<file path="src/rtl/can_pkg.sv">
// can_pkg: shared constants for the CAN 2.0A receive path (and future tx).
// Holds FSM state encodings, field lengths, error codes and a CRC-15 step.
package can_pkg;

  typedef logic [3:0] can_state_t;

  localparam can_state_t S_WAIT_IDLE = 4'd0;
  localparam can_state_t S_IDLE      = 4'd1;
  localparam can_state_t S_HDR       = 4'd2;
  localparam can_state_t S_DATA      = 4'd3;
  localparam can_state_t S_CRC       = 4'd4;
  localparam can_state_t S_CRC_DEL   = 4'd5;
  localparam can_state_t S_ACK       = 4'd6;
  localparam can_state_t S_ACK_DEL   = 4'd7;
  localparam can_state_t S_EOF       = 4'd8;
  localparam can_state_t S_ERROR     = 4'd9;

  localparam logic [14:0] CRC15_POLY = 15'h4599;

  localparam int ID_LEN      = 11;
  localparam int DLC_LEN     = 4;
  localparam int CRC_LEN     = 15;
  localparam int EOF_LEN     = 7;
  localparam int HDR_LEN     = ID_LEN + 3 + DLC_LEN;
  localparam int IDE_POS     = ID_LEN + 1;
  localparam int STUFF_LIMIT = 5;

  localparam logic [1:0] ERR_NONE  = 2'b00;
  localparam logic [1:0] ERR_STUFF = 2'b01;
  localparam logic [1:0] ERR_FORM  = 2'b10;
  localparam logic [1:0] ERR_CRC   = 2'b11;

  function automatic logic [14:0] crc15_step(
    input logic [14:0] c,
    input logic        d
  );
    logic fb;
    fb = d ^ c[14];
    return {c[13:0], 1'b0} ^ (fb ? CRC15_POLY : 15'd0);
  endfunction

endpackage

</file>
<file path="src/rtl/can_crc15.sv">
// can_crc15: serial CRC-15 register, one bit per enabled clock.
// Ports: clk, reset (sync, high), clr, en, din in; crc[14:0] out.
module can_crc15
  import can_pkg::*;
(
  input  logic        clk,
  input  logic        reset,
  input  logic        clr,
  input  logic        en,
  input  logic        din,
  output logic [14:0] crc
);

  always_ff @(posedge clk) begin
    if (reset || clr) crc <= '0;
    else if (en)      crc <= crc15_step(crc, din);
  end

endmodule

</file>
<file path="src/rtl/can_frame_rx.sv">
// can_frame_rx: CAN 2.0A frame deserializer with destuffing, CRC and ACK.
// Ports: can_clk, reset, can_lo_in in; ack_out, rx_* frame/error outputs.
module can_frame_rx
  import can_pkg::*;
#(
  parameter int DATA_W    = 64,
  parameter int IDLE_BITS = 11
) (
  input  logic              can_clk,
  input  logic              reset,
  input  logic              can_lo_in,
  output logic              ack_out,
  output logic              rx_valid,
  output logic [10:0]       rx_id,
  output logic              rx_rtr,
  output logic [3:0]        rx_dlc,
  output logic [DATA_W-1:0] rx_data,
  output logic              rx_err,
  output logic [1:0]        rx_err_code
);

  localparam int LW = $clog2(DATA_W + 1);
  localparam int RW = $clog2(IDLE_BITS + 1);

  can_state_t        state;
  logic [RW-1:0]     rec_cnt;
  logic [LW-1:0]     cnt;
  logic [LW-1:0]     len;
  logic [LW-1:0]     len_n;
  logic [2:0]        run_len;
  logic              run_val;
  logic [13:0]       sh;
  logic [10:0]       id_q;
  logic              rtr_q;
  logic [3:0]        dlc_q;
  logic [3:0]        dlc_n;
  logic [DATA_W-1:0] data_q;
  logic              crc_bad;
  logic [14:0]       crc;

  logic b;
  logic idle;
  logic wait_st;
  logic sof;
  logic destuff_on;
  logic stuff_slot;
  logic stuff_err;
  logic bit_ok;
  logic crc_clr;
  logic crc_en;
  logic ide_bad;
  logic delim_bad;
  logic crc_fail;
  logic err_now;
  logic [1:0] err_code;

  assign b          = can_lo_in;
  assign idle       = rec_cnt >= RW'(IDLE_BITS);
  assign wait_st    = state == S_WAIT_IDLE || state == S_IDLE;
  assign sof        = wait_st && idle && !b;
  assign destuff_on = state == S_HDR || state == S_DATA
                   || state == S_CRC;

  // Sixth sample after a run of five is the stuff bit.
  assign stuff_slot = destuff_on && run_len == 3'(STUFF_LIMIT);
  assign stuff_err  = stuff_slot && b == run_val;
  assign bit_ok     = destuff_on && !stuff_slot;

  assign dlc_n = {sh[2:0], b};
  assign len_n = (rtr_q || dlc_n == 4'd0) ? '0
               : dlc_n[3] ? LW'(DATA_W)
               : LW'({dlc_n[2:0], 3'b000});

  assign crc_clr = wait_st && !sof;
  assign crc_en  = sof
                || (bit_ok && (state == S_HDR || state == S_DATA));

  assign ide_bad   = state == S_HDR && bit_ok
                  && cnt == LW'(IDE_POS) && b;
  assign delim_bad = (state == S_CRC_DEL || state == S_ACK_DEL
                   || state == S_EOF) && !b;
  assign crc_fail  = state == S_ACK_DEL && b && crc_bad;

  always_comb begin
    err_now  = 1'b0;
    err_code = ERR_NONE;
    unique case (1'b1)
      stuff_err: begin
        err_now  = 1'b1;
        err_code = ERR_STUFF;
      end
      ide_bad, delim_bad: begin
        err_now  = 1'b1;
        err_code = ERR_FORM;
      end
      crc_fail: begin
        err_now  = 1'b1;
        err_code = ERR_CRC;
      end
      default: ;
    endcase
  end

  can_crc15 u_crc (
    .clk   (can_clk),
    .reset (reset),
    .clr   (crc_clr),
    .en    (crc_en),
    .din   (b),
    .crc   (crc)
  );

  always_ff @(posedge can_clk) begin
    if (reset)   rec_cnt <= '0;
    else if (!b) rec_cnt <= '0;
    else if (!idle) rec_cnt <= rec_cnt + 1'b1;
  end

  always_ff @(posedge can_clk) begin
    if (reset) begin
      state       <= S_WAIT_IDLE;
      cnt         <= '0;
      len         <= '0;
      run_val     <= 1'b0;
      run_len     <= '0;
      sh          <= '0;
      id_q        <= '0;
      rtr_q       <= 1'b0;
      dlc_q       <= '0;
      data_q      <= '0;
      crc_bad     <= 1'b0;
      ack_out     <= 1'b0;
      rx_valid    <= 1'b0;
      rx_err      <= 1'b0;
      rx_id       <= '0;
      rx_rtr      <= 1'b0;
      rx_dlc      <= '0;
      rx_data     <= '0;
      rx_err_code <= ERR_NONE;
    end else begin
      ack_out  <= 1'b0;
      rx_valid <= 1'b0;
      rx_err   <= 1'b0;

      if (sof) begin
        run_val <= 1'b0;
        run_len <= 3'd1;
      end else if (destuff_on) begin
        if (stuff_slot || b != run_val) begin
          run_val <= b;
          run_len <= 3'd1;
        end else begin
          run_len <= run_len + 3'd1;
        end
      end

      if (bit_ok) begin
        sh  <= {sh[12:0], b};
        cnt <= cnt + 1'b1;
      end

      if (err_now) begin
        state       <= S_ERROR;
        rx_err      <= 1'b1;
        rx_err_code <= err_code;
      end else begin
        case (state)
          S_WAIT_IDLE, S_IDLE: begin
            if (sof) begin
              state   <= S_HDR;
              cnt     <= '0;
              crc_bad <= 1'b0;
            end else if (idle) begin
              state <= S_IDLE;
            end
          end
          S_HDR: if (bit_ok) begin
            if (cnt == LW'(ID_LEN - 1)) id_q  <= {sh[9:0], b};
            if (cnt == LW'(ID_LEN))     rtr_q <= b;
            if (cnt == LW'(HDR_LEN - 1)) begin
              dlc_q <= dlc_n;
              len   <= len_n;
              cnt   <= '0;
              state <= (len_n == '0) ? S_CRC : S_DATA;
            end
          end
          S_DATA: if (bit_ok) begin
            data_q <= {data_q[DATA_W-2:0], b};
            if (cnt == len - 1'b1) begin
              cnt   <= '0;
              state <= S_CRC;
            end
          end
          S_CRC: if (bit_ok && cnt == LW'(CRC_LEN - 1)) begin
            crc_bad <= {sh, b} != crc;
            cnt     <= '0;
            state   <= S_CRC_DEL;
          end
          S_CRC_DEL: begin
            ack_out <= !crc_bad;
            state   <= S_ACK;
          end
          S_ACK: state <= S_ACK_DEL;
          S_ACK_DEL: begin
            cnt   <= '0;
            state <= S_EOF;
          end
          S_EOF: begin
            cnt <= cnt + 1'b1;
            if (cnt == LW'(EOF_LEN - 1)) begin
              rx_valid <= 1'b1;
              rx_id    <= id_q;
              rx_rtr   <= rtr_q;
              rx_dlc   <= dlc_q;
              // Payload sits in the low len bits; left-align it.
              // len == 0 shifts everything out, giving zero data.
              rx_data  <= data_q << (LW'(DATA_W) - len);
              state    <= S_IDLE;
            end
          end
          default: state <= S_WAIT_IDLE;
        endcase
      end
    end
  end

endmodule

</file>
<file path="config.mk">
export PLATFORM = sky130hd
export DESIGN_NAME = can_frame_rx
export DESIGN_NICKNAME = d
export VERILOG_FILES = /design/src/rtl/can_pkg.sv /design/src/rtl/can_crc15.sv /design/src/rtl/can_frame_rx.sv
export SDC_FILE = /design/constraint.sdc
export NUM_CORES = 1
export LEC_CHECK = 0
export CAP_MARGIN = 20
export CELL_PAD_IN_SITES_DETAIL_PLACEMENT = 1
export CELL_PAD_IN_SITES_GLOBAL_PLACEMENT = 2
export CORE_MARGIN = 2
export CORE_UTILIZATION = 28
export CTS_BUF_LIST = sky130_fd_sc_hd__clkbuf_4
export DETAILED_ROUTE_END_ITERATION = 8
export PLACE_DENSITY = 0.67
export RECOVER_POWER = 100
export SYNTH_ARGS = -nofsm -noshare
export SYNTH_HDL_FRONTEND = slang
export SYNTH_SLANG_ARGS = --single-unit
</file>
<file path="constraint.sdc">
create_clock -name can_clk -period 3.4 [get_ports can_clk]
set_input_delay 0.51 -clock can_clk [delete_from_list [all_inputs] [get_ports can_clk]]
set_output_delay 0.51 -clock can_clk [all_outputs]
set_load 0.03 [all_outputs]
</file>
==> flow_metrics.env <==
export IMPL_status="finished clean"
export IMPL_cp_end_kind="register"
export IMPL_wl_um=33100
export IMPL_vias_per_cell=4.99
export IMPL_grt_pass1_wl_um=52700
export IMPL_hold_viol_final=0
export IMPL_ctsResizeCount=0
export IMPL_dr_pass1_iters=4
export IMPL_dp_hpwl_um=22500
export IMPL_cts_hold_buffers=0
export IMPL_worstPathMaxFanout=16
export IMPL_internal_power_mw=3.89
export IMPL_synth_edf_count=0
export IMPL_routabilityCongestion=0.795
export IMPL_comb_power_share_pct=1.3
export IMPL_critical_path_class="register to register"
export IMPL_synth_seq_cells=218
export IMPL_clk_latency_ns=0.74
export IMPL_synthDistinctLibCells=61
export IMPL_remaining_drc_errors=0
export IMPL_cts_buffers=67
export IMPL_cts_root_buf="clkbuf_4"
export IMPL_post_cts_buffers=0
export IMPL_clock_skew_ns=0.0656
export IMPL_cap_violations=0
export IMPL_fin_crit_sh_pct=91.0
export IMPL_max_slew_margin_pct=31.5
export IMPL_ant_nets=0
export IMPL_synth_top_cell_area_share_pct=41.9
export IMPL_dr_first_iter_drc_count=383
export IMPL_core_area_um2=36600
export IMPL_hp_class="input port to register"
export IMPL_ir_drop_mv=0.180
export IMPL_setup_tns_ns=0
export IMPL_wl_per_cell_um=18.5
export IMPL_power_share_clock_pct=49.0
export IMPL_rr_startpoint="state[2]"
export IMPL_min_from="reset"
export IMPL_cpMaxStageDelayCell="dfxtp_1"
export IMPL_grt_overflow=0
export IMPL_syn_inst=1202
export IMPL_worst_slack_ns=0.307
export IMPL_powerDensity_nw_per_um2=414
export IMPL_worstSetupStartpointType="register"
export IMPL_cts_sinks=218
export IMPL_synthTopCellsByArea="dfxtp_1, mux2i_1, nor2_1"
export IMPL_crit_family="simple AND/OR/NAND/NOR gates"
export IMPL_synthesis_area_um2=10400
export IMPL_worstMarginPinSlew_ns=1.03
export IMPL_syn_num_nets=1214
export IMPL_ys_seq_area_share_pct=41.9
export IMPL_final_cell_count_no_fill=1792
export IMPL_htree_levels=3
export IMPL_nets=1297
export IMPL_worstPathCellList="nor3b_1 -> o21bai_1 -> nor2_2 -> clkbuf_2 -> nand4_1 -> buf_4 -> mux2i_1 -> nor2_1"
export IMPL_setup_viol=0
export IMPL_synth_avg_cell_area_um2=8.67
export IMPL_post_place_ws_ns=0.438
export IMPL_io_pins=88
export IMPL_period_minus_slack_ns=3.09
export IMPL_fill_cells=4332
export IMPL_grt_pass1_vias=8925
export IMPL_final_area_um2=12400
export IMPL_io_buffers=87
export IMPL_die_h_um=197
export IMPL_async_reset_ff_share_pct=0
export IMPL_clock_path_buffers=3
export IMPL_vias=8943
export IMPL_arrival_ns=3.65
export IMPL_tritoncts="built"
export IMPL_fin_util_pct=33.9
export IMPL_rsz0062_at_grt="no"
export IMPL_die_width_um=197
export IMPL_drive_above_1_share_pct=11.9
export IMPL_initial_core_util_pct=28.5
export IMPL_switchingPower_mw=1.25
export IMPL_rows=70
export IMPL_critPathBufInv=2
export IMPL_dieArea_um2=38800
export IMPL_slew_violations=0
export IMPL_sw_frac_of_total_pct=24.4
export IMPL_fmax_mhz=323
export IMPL_grt_use_total_pct=17.4
export IMPL_seqPwrFrac_pct=49.7
export IMPL_place_area_um2=11700
export IMPL_synth_largest_area_cell="dfxtp_1"
export IMPL_cellLeakagePower_nw=5.00
export IMPL_worstSetupStartpoint="state[2]"
export IMPL_area_growth_pct=19.2
export IMPL_cp_required_ns=3.96
export IMPL_synth_warnings=0
export IMPL_clkTransAtPathRegs_ns=0.07
export IMPL_placedCellCount=1684
export IMPL_antenna_found_initial=1
export IMPL_slowest_delay_ns=0.65
export IMPL_synthFlopType="dfxtp_1"
export IMPL_grt_max_degree=93
## layout by cell type, fill, tap and decap left out, types with 3 or more instances in the layout
cell,instances
clkbuf_4,87
nor2_1,174
ha_1,8
mux2_2,8
nor4_1,12
mux2i_1,129
and3_1,7
clkbuf_1,5
a211oi_1,14
clkinv_1,17
nor3_2,4
a21oi_1,117
nand2b_1,6
a311oi_1,3
xnor2_1,16
mux4_2,17
buf_12,3
dlygate4sd3_1,86
nor2b_1,10
o21ai_0,38
nand3_1,39
dfxtp_1,217
a31oi_1,15
o21ai_1,3
a311o_1,5
inv_1,9
buf_4,12
nand3b_1,5
a32oi_1,5
xor2_1,16
nand4_1,5
nor3_1,37
nand2_1,145
## through the flow
stage | power, mW | hold WS, ns
final | 5.14 | 0.202
after global routing | 5.41 | 0.165
after CTS | 5.28 | 0.136
after detailed placement | 2.68 | 0.447
after global placement | 2.68 | 0.442
after floorplan | 2.66 | 0.419
## sequential cells by signal, summed over array words and instances, names as in the netlist, 7 cells and up
name       flops
cnt            7
data_q        64
id_q          11
rx_data       64
rx_id         11
sh            14
u_crc.crc     15
## cell usage after synthesis (5+ instances only)
cell,n
nand3_1,40
buf_6,7
ha_1,9
nand2_1,145
dfxtp_1,218
xnor2_1,17
clkbuf_1,56
mux4_2,17
nor4_1,12
a31oi_1,15
a32oi_1,5
nor2_1,174
inv_1,9
buf_2,19
xor2_1,17
nand2b_1,7
o21ai_0,38
and3_1,7
nor2b_1,10
a211oi_1,13
mux2_2,9
nand4_1,5
nor3_1,38
buf_1,8
nand3b_1,5
a311o_1,5
a21oi_1,116
buf_4,6
mux2i_1,129
## final cells by class
class                           instances  area, um^2  area share, %
Tap cell                              468         586           4.72
Sequential cell                       218        4370           35.2
Timing Repair Buffer                  111        1060           8.57
Clock buffer                           86         646           5.20
Clock inverter                         21         135           1.09
Inverter                                9        33.8          0.272
Multi-Input combinational cell        878        5580           45.0
Antenna cell                            1        2.50         0.0202
## worst paths after layout
kind / endpoint / slack, ns / cells after the start
min reg2reg: rx_data[58] / 0.45 / 2
max: id_q[4] / 0.31 / 8
min: run_len[0] / 0.20 / 2
max reg2reg: id_q[4] / 0.31 / 8
## metal layers
metal / global-route usage (%) / vias up / part of all wire [%]
met3: 3.75 / 76 / 4.1
met4: 7.69 / 0 / 3.2
li1: - / 4378 / -
met1: 25.1 / 4320 / 51
met5: 0 / - / 0
met2: 24.8 / 169 / 41
## power by group through the flow
stage | registers [mW] | clock network, mW | logic, mW
after floorplan | 2.61 | 0 | 0.0465
after global placement | 2.61 | 0 | 0.0691
after detailed placement | 2.61 | 0 | 0.0694
after CTS | 2.56 | 2.65 | 0.0698
after global routing | 2.55 | 2.78 | 0.0737
final | 2.56 | 2.52 | 0.0664
## cell families after synthesis
family	synth area share (%)
muxes	17.1
xor gates and xnor gates	3.07
AOI/OAI and AO/OA	12.1
and+or+nand+nor	19.8
adders and majority gates	1.08
DFF	41.9
buffers and inverters	4.88
No activity file was read; power rests on OpenSTA's default activity.
